==> src/rtl/adc_reader_if.sv <==
// Pin bundle for the 8-bit parallel ADC (CONVST/BUSY/CS/RD style).
// The controller takes the master side, the converter (or its model) the slave side.
interface adc_reader_if;
    logic       adc_convstn;
    logic       adc_csn;
    logic       adc_rdn;
    logic       adc_busy;
    logic [7:0] adc_d;

    modport master (
        output adc_convstn,
        output adc_csn,
        output adc_rdn,
        input  adc_busy,
        input  adc_d
    );

    modport slave (
        input  adc_convstn,
        input  adc_csn,
        input  adc_rdn,
        output adc_busy,
        output adc_d
    );
endinterface

==> src/rtl/adc_reader.sv <==
// Parallel ADC read controller.
// A free-running sample timer requests conversions. Each conversion pulses
// CONVST, waits for BUSY to rise and then fall, and strobes CS/RD to read the
// data bus. Every strobe and result output comes straight from a flop.
module adc_reader #(
    parameter int SAMPLE_PERIOD = 300,
    parameter int CONV_PULSE    = 20,
    parameter int RD_WIDTH      = 30,
    parameter int TIMEOUT       = 1000
) (
    input  logic         clk,
    input  logic         rst,
    input  logic         en,
    input  logic         err_clr,
    adc_reader_if.master adc,
    output logic [7:0]   data_out,
    output logic         data_valid,
    output logic [7:0]   led_out,
    output logic         timeout_err,
    output logic         overrun_err
);

    typedef enum logic [2:0] {
        IDLE,
        CONV,
        WAIT_HI,
        WAIT_LO,
        READ
    } state_t;

    // Each "last cycle" constant is parameter-1, and the compares are >=,
    // so the shared counter can never wrap while it stays in one state.
    localparam logic [15:0] PERIOD_LAST  = 16'(SAMPLE_PERIOD - 1);
    localparam logic [15:0] CONV_LAST    = 16'(CONV_PULSE - 1);
    localparam logic [15:0] RD_LAST      = 16'(RD_WIDTH - 1);
    localparam logic [15:0] TIMEOUT_LAST = 16'(TIMEOUT - 1);

    state_t      state;
    logic [15:0] period_cnt;
    logic [15:0] cycle_cnt;
    logic        busy_meta;
    logic        busy_s;
    logic        tick;
    logic        convstn_q;
    logic        csn_q;
    logic        rdn_q;

    assign adc.adc_convstn = convstn_q;
    assign adc.adc_csn     = csn_q;
    assign adc.adc_rdn     = rdn_q;

    // BUSY arrives from the converter's own timing domain; two flops before the FSM sees it
    always_ff @(posedge clk or negedge rst) begin
        if (!rst) begin
            busy_meta <= 1'b0;
            busy_s    <= 1'b0;
        end else begin
            busy_meta <= adc.adc_busy;
            busy_s    <= busy_meta;
        end
    end

    // Sample timer: counts only while enabled and sits at zero otherwise
    always_ff @(posedge clk or negedge rst) begin
        if (!rst) begin
            period_cnt <= 16'd0;
        end else if (!en) begin
            period_cnt <= 16'd0;
        end else if (period_cnt >= PERIOD_LAST) begin
            period_cnt <= 16'd0;
        end else begin
            period_cnt <= period_cnt + 16'd1;
        end
    end

    assign tick = en && (period_cnt == PERIOD_LAST);

    // Conversion sequencer together with the sticky error flags and the result registers
    always_ff @(posedge clk or negedge rst) begin
        if (!rst) begin
            state       <= IDLE;
            cycle_cnt   <= 16'd0;
            convstn_q   <= 1'b1;
            csn_q       <= 1'b1;
            rdn_q       <= 1'b1;
            data_out    <= 8'h00;
            led_out     <= 8'h00;
            data_valid  <= 1'b0;
            timeout_err <= 1'b0;
            overrun_err <= 1'b0;
        end else begin
            data_valid <= 1'b0;

            // The clear comes first so that an error raised in the same cycle overrides it
            if (err_clr) begin
                timeout_err <= 1'b0;
                overrun_err <= 1'b0;
            end

            // A tick that finds the sequencer busy is counted as an overrun and dropped
            if (tick && (state != IDLE)) begin
                overrun_err <= 1'b1;
            end

            case (state)
                IDLE: begin
                    if (tick) begin
                        state     <= CONV;
                        cycle_cnt <= 16'd0;
                        convstn_q <= 1'b0;
                    end
                end

                CONV: begin
                    if (cycle_cnt >= CONV_LAST) begin
                        state     <= WAIT_HI;
                        cycle_cnt <= 16'd0;
                        convstn_q <= 1'b1;
                    end else begin
                        cycle_cnt <= cycle_cnt + 16'd1;
                    end
                end

                WAIT_HI: begin
                    if (busy_s) begin
                        state     <= WAIT_LO;
                        cycle_cnt <= 16'd0;
                    end else if (cycle_cnt >= TIMEOUT_LAST) begin
                        state       <= IDLE;
                        cycle_cnt   <= 16'd0;
                        timeout_err <= 1'b1;
                    end else begin
                        cycle_cnt <= cycle_cnt + 16'd1;
                    end
                end

                WAIT_LO: begin
                    if (!busy_s) begin
                        state     <= READ;
                        cycle_cnt <= 16'd0;
                        csn_q     <= 1'b0;
                        rdn_q     <= 1'b0;
                    end else if (cycle_cnt >= TIMEOUT_LAST) begin
                        state       <= IDLE;
                        cycle_cnt   <= 16'd0;
                        timeout_err <= 1'b1;
                    end else begin
                        cycle_cnt <= cycle_cnt + 16'd1;
                    end
                end

                READ: begin
                    if (cycle_cnt >= RD_LAST) begin
                        state      <= IDLE;
                        cycle_cnt  <= 16'd0;
                        csn_q      <= 1'b1;
                        rdn_q      <= 1'b1;
                        data_out   <= adc.adc_d;
                        led_out    <= adc.adc_d;
                        data_valid <= 1'b1;
                    end else begin
                        cycle_cnt <= cycle_cnt + 16'd1;
                    end
                end

                default: begin
                    state     <= IDLE;
                    cycle_cnt <= 16'd0;
                    convstn_q <= 1'b1;
                    csn_q     <= 1'b1;
                    rdn_q     <= 1'b1;
                end
            endcase
        end
    end

endmodule

==> src/flat_wrapper.sv <==
// flat-port wrapper written by rule: the top's interface ports become plain ports
module adc_reader_flat 
#(
    parameter int SAMPLE_PERIOD = 300,
    parameter int CONV_PULSE    = 20,
    parameter int RD_WIDTH      = 30,
    parameter int TIMEOUT       = 1000
)
  (clk, rst, en, err_clr, data_out, data_valid, led_out, timeout_err, overrun_err, adc_adc_convstn, adc_adc_csn, adc_adc_rdn, adc_adc_busy, adc_adc_d);
  adc_reader_if adc_i ();
  input  logic clk;
  input  logic rst;
  input  logic en;
  input  logic err_clr;
  output logic [7:0] data_out;
  output logic data_valid;
  output logic [7:0] led_out;
  output logic timeout_err;
  output logic overrun_err;
  output wire logic [$bits(adc_i.adc_convstn)-1:0] adc_adc_convstn;
  output wire logic [$bits(adc_i.adc_csn)-1:0] adc_adc_csn;
  output wire logic [$bits(adc_i.adc_rdn)-1:0] adc_adc_rdn;
  input wire logic [$bits(adc_i.adc_busy)-1:0] adc_adc_busy;
  input wire logic [$bits(adc_i.adc_d)-1:0] adc_adc_d;
  assign adc_adc_convstn = adc_i.adc_convstn;
  assign adc_adc_csn = adc_i.adc_csn;
  assign adc_adc_rdn = adc_i.adc_rdn;
  assign adc_i.adc_busy = adc_adc_busy;
  assign adc_i.adc_d = adc_adc_d;
  adc_reader #(.SAMPLE_PERIOD(SAMPLE_PERIOD), .CONV_PULSE(CONV_PULSE), .RD_WIDTH(RD_WIDTH), .TIMEOUT(TIMEOUT)) u_core (.clk(clk), .rst(rst), .en(en), .err_clr(err_clr), .adc(adc_i), .data_out(data_out), .data_valid(data_valid), .led_out(led_out), .timeout_err(timeout_err), .overrun_err(overrun_err));
endmodule
==> config.mk <==
export PLATFORM = sky130hd
export DESIGN_NAME = adc_reader_flat
export DESIGN_NICKNAME = d
export VERILOG_FILES = /design/src/rtl/adc_reader_if.sv /design/src/rtl/adc_reader.sv /design/src/flat_wrapper.sv
export SDC_FILE = /design/constraint.sdc
export NUM_CORES = 1
export LEC_CHECK = 0
export ABC_CLOCK_PERIOD_IN_PS = 1800
export CAP_MARGIN = 20
export CORE_ASPECT_RATIO = 1.75
export CORE_MARGIN = 1.5
export CORE_UTILIZATION = 49
export CTS_CLUSTER_DIAMETER = 50
export CTS_CLUSTER_SIZE = 12
export DETAILED_ROUTE_END_ITERATION = 8
export PLACE_DENSITY_LB_ADDON = 0.05
export SLEW_MARGIN = 10
export SYNTH_ARGS = -nofsm -noshare
export SYNTH_HDL_FRONTEND = slang
export SYNTH_SLANG_ARGS = --single-unit
export TNS_END_PERCENT = 30
==> constraint.sdc <==
create_clock -name clk -period 1.8 [get_ports clk]
set_input_delay 0.18 -clock clk [delete_from_list [all_inputs] [get_ports clk]]
set_output_delay 0.18 -clock clk [all_outputs]
set_load 0.005 [all_outputs]
# Word-level counts from Yosys, hierarchy flattened

Cells that the tools add are included.

Bitwise gates (word level): 2
Order comparisons: 4
Reductions and logical operators: 11
Mux-type cells: 31
Equality and inequality tests: 9
Add/sub/neg operators: 2

Operator list:

| kind                                                   | count |
|---|---|
| 2-to-1 mux 16 bit                                      | 8 |
| one-hot mux 16 bit (5 select lines)                    | 1 |
| adder 16 x 1 -> 16 bit (second input constant)         | 2 |
| >= comparator 16 x 5 -> 1 bit (second input constant)  | 2 |
| 2-to-1 mux 3 bit                                       | 6 |
| == test 16 x 9 -> 1 bit (second input constant)        | 1 |
| >= comparator 16 x 10 -> 1 bit (second input constant) | 1 |
| >= comparator 16 x 9 -> 1 bit (second input constant)  | 1 |
| one-hot mux 3 bit (5 select lines)                     | 1 |
| 2-to-1 mux 1 bit                                       | 12 |
| AND reduction 3 bit                                    | 3 |
| == test 3 x 2 -> 1 bit (second input constant)         | 2 |
| != test 2 x 1 -> 1 bit (second input constant)         | 3 |
| one-hot mux 1 bit (3 select lines)                     | 2 |
| OR reduction 3 bit                                     | 2 |
| == test 3 x 1 -> 1 bit (second input constant)         | 1 |
| == test 3 bit (second input constant)                  | 1 |
| logical NOT 3 bit                                      | 1 |
| nonzero test 3 bit                                     | 1 |
| logical AND 1 bit                                      | 2 |
| != test 2 bit (second input constant)                  | 1 |
| NOT 1 bit                                              | 2 |
| one-hot mux 1 bit (2 select lines)                     | 1 |
| AND reduction 2 bit                                    | 1 |
| nonzero test 2 bit                                     | 1 |

Logic and storage cells: 70
Output and inout port bits: 22
Bits in registers: 50

# Logic depth before layout (Yosys ltp)

Word-level depth: 4
Gate-level depth with buffers: 8
Depth with buffers taken out: 7

# Worst setup path after synthesis

Ideal clock, no wire load.

Kind: register to register
Start: reg u_core.period_cnt[0]
End: reg u_core.cycle_cnt[3]
Data arrival time: 1.790 ns
Path slack: -0.109 ns
Stages on the path, launching flop included: 9
Period minus slack after synthesis: 1.909 ns
Library setup time: 0.119 ns
Cell sequence: dfrtp_1 > ha_1 > nor4b_4 > nand4b_4 > and2_1 > buf_6 > nor3_4 > buf_6 > nor2_2

Cells in the longest elaborated chain, start to end: 3

Ends and longest elaborated chain:

| element                          | line              | text |
|---|---|---|
| start, declared                  | adc_reader.sv:39  | `logic [15:0] period_cnt;` |
| start signal, assigned           | adc_reader.sv:72  | `period_cnt <= period_cnt + 16'd1;` |
| == test 16 x 9 -> 1 bit          | adc_reader.sv:76  | `assign tick = en && (period_cnt == PERIOD_LAST);` |
| logical AND 1 bit                | adc_reader.sv:76  |  |
| != test 2 x 1 -> 1 bit (no line) | -                 |  |
| end signal, assigned             | adc_reader.sv:120 | `cycle_cnt <= cycle_cnt + 16'd1;` |
| end signal, assigned             | adc_reader.sv:133 | `cycle_cnt <= cycle_cnt + 16'd1;` |
| end signal, assigned             | adc_reader.sv:148 | `cycle_cnt <= cycle_cnt + 16'd1;` |
| end, declared                    | adc_reader.sv:40  | `logic [15:0] cycle_cnt;` |

No other way between the ends.
A chain may end at the register's enable or synchronous reset.

# Worst setup path after layout

Start: reg u_core.period_cnt[1]
End: reg u_core.cycle_cnt[15]

The elaborated chain is that of the path after synthesis.

==> results.md <==
* Clock power frac at 19.8%
* Sw Ratio at 35.5%
* Pleak at roughly 1.5 nW
* Internal power at 2.28 mW
* Gpl congestion at 0.865
* CP Capture Type: flop
* Synth unique cells at 54
* Hold Startpoint: adc_adc_busy
* Post-Syn Area at approximately 0.0026 sq mm
* Crit path time final at approximately 1.9 ns
* Setup violations, final at 18
* Commonest non-fill, non-tap cell in the layout: buf_4
* CP Class: flop to flop
* Io pins at 35
* Area Overhead vs Synth at 42.3%
* CTS tree: yes
* Via count at 2079
* Most frequent cells in the layout: buf_4, dfrtp_1, clkdlybuf4s50_1
* Drt wl/cell at ~16 microns
* Req. time, crit path at 2.04 ns
* Skew final at 0.0127 ns
* Sinks on Clock Net at 50
* Initial core utilization at about half
* Share of cells above drive strength 1 at about two fifths
* Seq/Total Area, Yosys at roughly half
* Iteration-0 DRC Markers at 52
* Final Total Pwr at 3.53 mW
* Logic pwr share at a little over two fifths
* Worst slack at placement at -0.230 ns
* Die H at approximately 99 microns
* Nets at approximately 340
* ANT cells at 0
* Post-route antenna net violation count at 0
* Mapped Cells at 236
* Count of final max-slew check failures at 0
* Critical path arrival at around 2.1 ns
* Hold slack at 0.292 ns
* Final HPWL DP at ~4.2 mm
* Failing checks: DRC, setup timing
* Initial antenna violation count at 0
* Non-Filler Instances at 380
* Cell accounting for the most synthesized area: dfrtp_1
* PD cells at 961 mW/mm^2
* # rows at 34
* Status: complete, but fails checks
* Synthesized flop and latch total at 50
* Die area at approximately 0.0057 sq mm
* Largest net degree at the start of global routing at 21
* RSZ-0062 raised after global routing: true
* Global Route Usage Sum at between 20% and 30%
* Grt ovf at 0
* Number of global-route vias before repair at 2200
* Initial DRT Pass Iterations at 8
* RR Startpoint: u_core.period_cnt[1]
* NetSw at between 1 and 1.5 mW
* CP max FO at 6
* Hold WC Path Type: primary input to flop
* Clk Tree Root Cell: clkbuf_8
* Residual DRC count at 4
* Tcrit/Tclk final at 106%
* DP Cell Count at roughly 360
* Final WL at approximately 6 mm
* Dominant cells by area after synthesis: dfrtp_1, xnor2_1, mux2_2
* CTS Buf Count at 5
* Setup ws final at -0.103 ns
* Port bufs at 34
* Critical path origin: u_core.period_cnt[1]
* Clock buffer depth at 2
* Seq pwr share at ~37%
* Clock transition at the registers of the reported paths at 0.10 ns
* Final hold violations at 0
* Type of origin of the critical path: flop
* Max VDD drop at ~0.46 mV
* Ys Warns at 0
* Synth Area per Inst at 10.9 sq um
* Share of the synthesized area in the top cell type at 46.6%
* Vias/cell at 5.47
* Die X at about 58 microns
* Core Footprint at between 0.005 and 0.006 sq mm
* Worst-Skew Late Latency at 0.31 ns
* # Max-Cap Violations at 0
* First-pass GRT wire length at just under 10 mm
* Upper clock frequency limit at between 500 and 600 MHz
* Max H-tree Level at 2
## sequential cells by signal (all words and copies together), names as in the netlist
register                flops
u_core.busy_s               1
u_core.timeout_err          1
u_core.adc.adc_convstn      1
u_core.adc.adc_csn          1
u_core.cycle_cnt           16
u_core.data_out             8
u_core.overrun_err          1
u_core.period_cnt          16
u_core.busy_meta            1
u_core.data_valid           1
u_core.state                3
## what timing repair did
| item | 4_1_cts | 5_1_grt |
|---|---|---|
| hold endpoints to repair | 18 | 0 |
| pin swaps | 10 | 17 |
| hold buffers | 1 | 0 |
| gates resized for setup | 14 | 24 |
| endpoints found under the setup margin | 23 | 37 |
| buffers inserted | 3 | 4 |
| cloned | 1 | 0 |
## final timing paths
path                                   endpoint  slack, ns  depth (start not counted)
setup / recovery           u_core.cycle_cnt[15]      -0.10                          6
hold / removal                 u_core.busy_meta       0.29                          1
setup reg to reg           u_core.cycle_cnt[15]      -0.10                          6
hold reg to reg                   u_core.busy_s       0.36                          0
max in group asynchronous  u_core.cycle_cnt[11]       0.80                          3
min in group asynchronous     u_core.data_valid       0.35                          2
## layer usage
| metal | wire [microns] | share of wire, % | global-route usage (%) |
|---|---|---|---|
| met2 | 3370 | 57 | 41.7 |
| met4 | 148 | 2.5 | 10.9 |
| met1 | 2190 | 37 | 23.2 |
| met3 | 194 | 3.3 | 3.54 |
| met5 | 0 | 0 | 0 |
## cell usage after synthesis (all sizes together)
library cell and instances:
ha 4, nor4 3, a41o 1, nand4 5
a21boi 1, a211oi 4, o41ai 2, o22ai 4
nor2 31, or2 3, and2 1, o31a 1
nand3 10, xor2 3, dfrtp 48, o21a 2
o31ai 2, o21ai 6, a311oi 1, dfstp 2
nor2b 3, a21oi 5, nor4b 2, inv 10
a22o 1, nor3 6, a2111oi 4, nand4b 2
buf 20, conb 1, and4 2, xnor2 13
a41oi 1, a31oi 1, nand2b 2, mux2 8
a2bb2oi 1, or3b 2, nand2 12, or3 3
clkbuf 1, o41a 1, or2b 1
## final cells by class
type / instances / area (sq um)
well taps: 54 / 67.6
flip-flops and latches: 50 / 1250
fillers: 366 / 1350
clock inverters: 2 / 12.5
inverters: 10 / 37.5
clock buffers: 6 / 82.6
repair buffers: 96 / 838
multi-input cells: 162 / 1380
## cell families (layout without fill, tap and decap cells)
| group | count (synthesis) | after routing | synth area share (%) |
|---|---|---|---|
| buffers and inverters | 31 | 114 | 7.42 |
| other | 1 | 7 | 0.145 |
| adder cells (fa/ha/maj) | 4 | 4 | 1.94 |
| XOR/XNOR | 16 | 16 | 5.43 |
| flip-flops | 50 | 50 | 48.6 |
| AO/OA/AOI/OAI | 38 | 38 | 11.9 |
| AND/OR/NAND/NOR | 88 | 89 | 21.0 |
| multiplexers | 8 | 8 | 3.49 |
## metrics by stage
| stage | util (%) | area [sq um] | setup TNS [ns] |
|---|---|---|---|
| detailed placement | 66.0 | 3310 | -2.68 |
| CTS | 70.3 | 3530 | -0.576 |
| floorplan | - | 2640 | -0.216 |
| global placement | 66.0 | 3310 | -2.36 |
| finish | 73.1 | 3670 | -0.696 |
| global route | 73.1 | 3670 | -2.95 |
## power by group through the flow
stage,Clock [mW],Sequential [mW],Combinational [mW]
4_1_cts,0.711,1.31,1.46
3_3_place_gp,0,1.32,1.35
5_1_grt,0.752,1.32,1.66
2_1_floorplan,0,1.31,0.855
6_report,0.699,1.31,1.52
3_5_place_dp,0,1.33,1.37
## critical path, stage by stage, from the launching register on
cell	delay [ns]
dfrtp_1	0.40
ha_4	0.15
nor4b_4	0.25
nand4b_4	0.20
a211oi_2	0.30
or3b_4	0.41
a21oi_2	0.12
(Power assumes the default switching activity.)
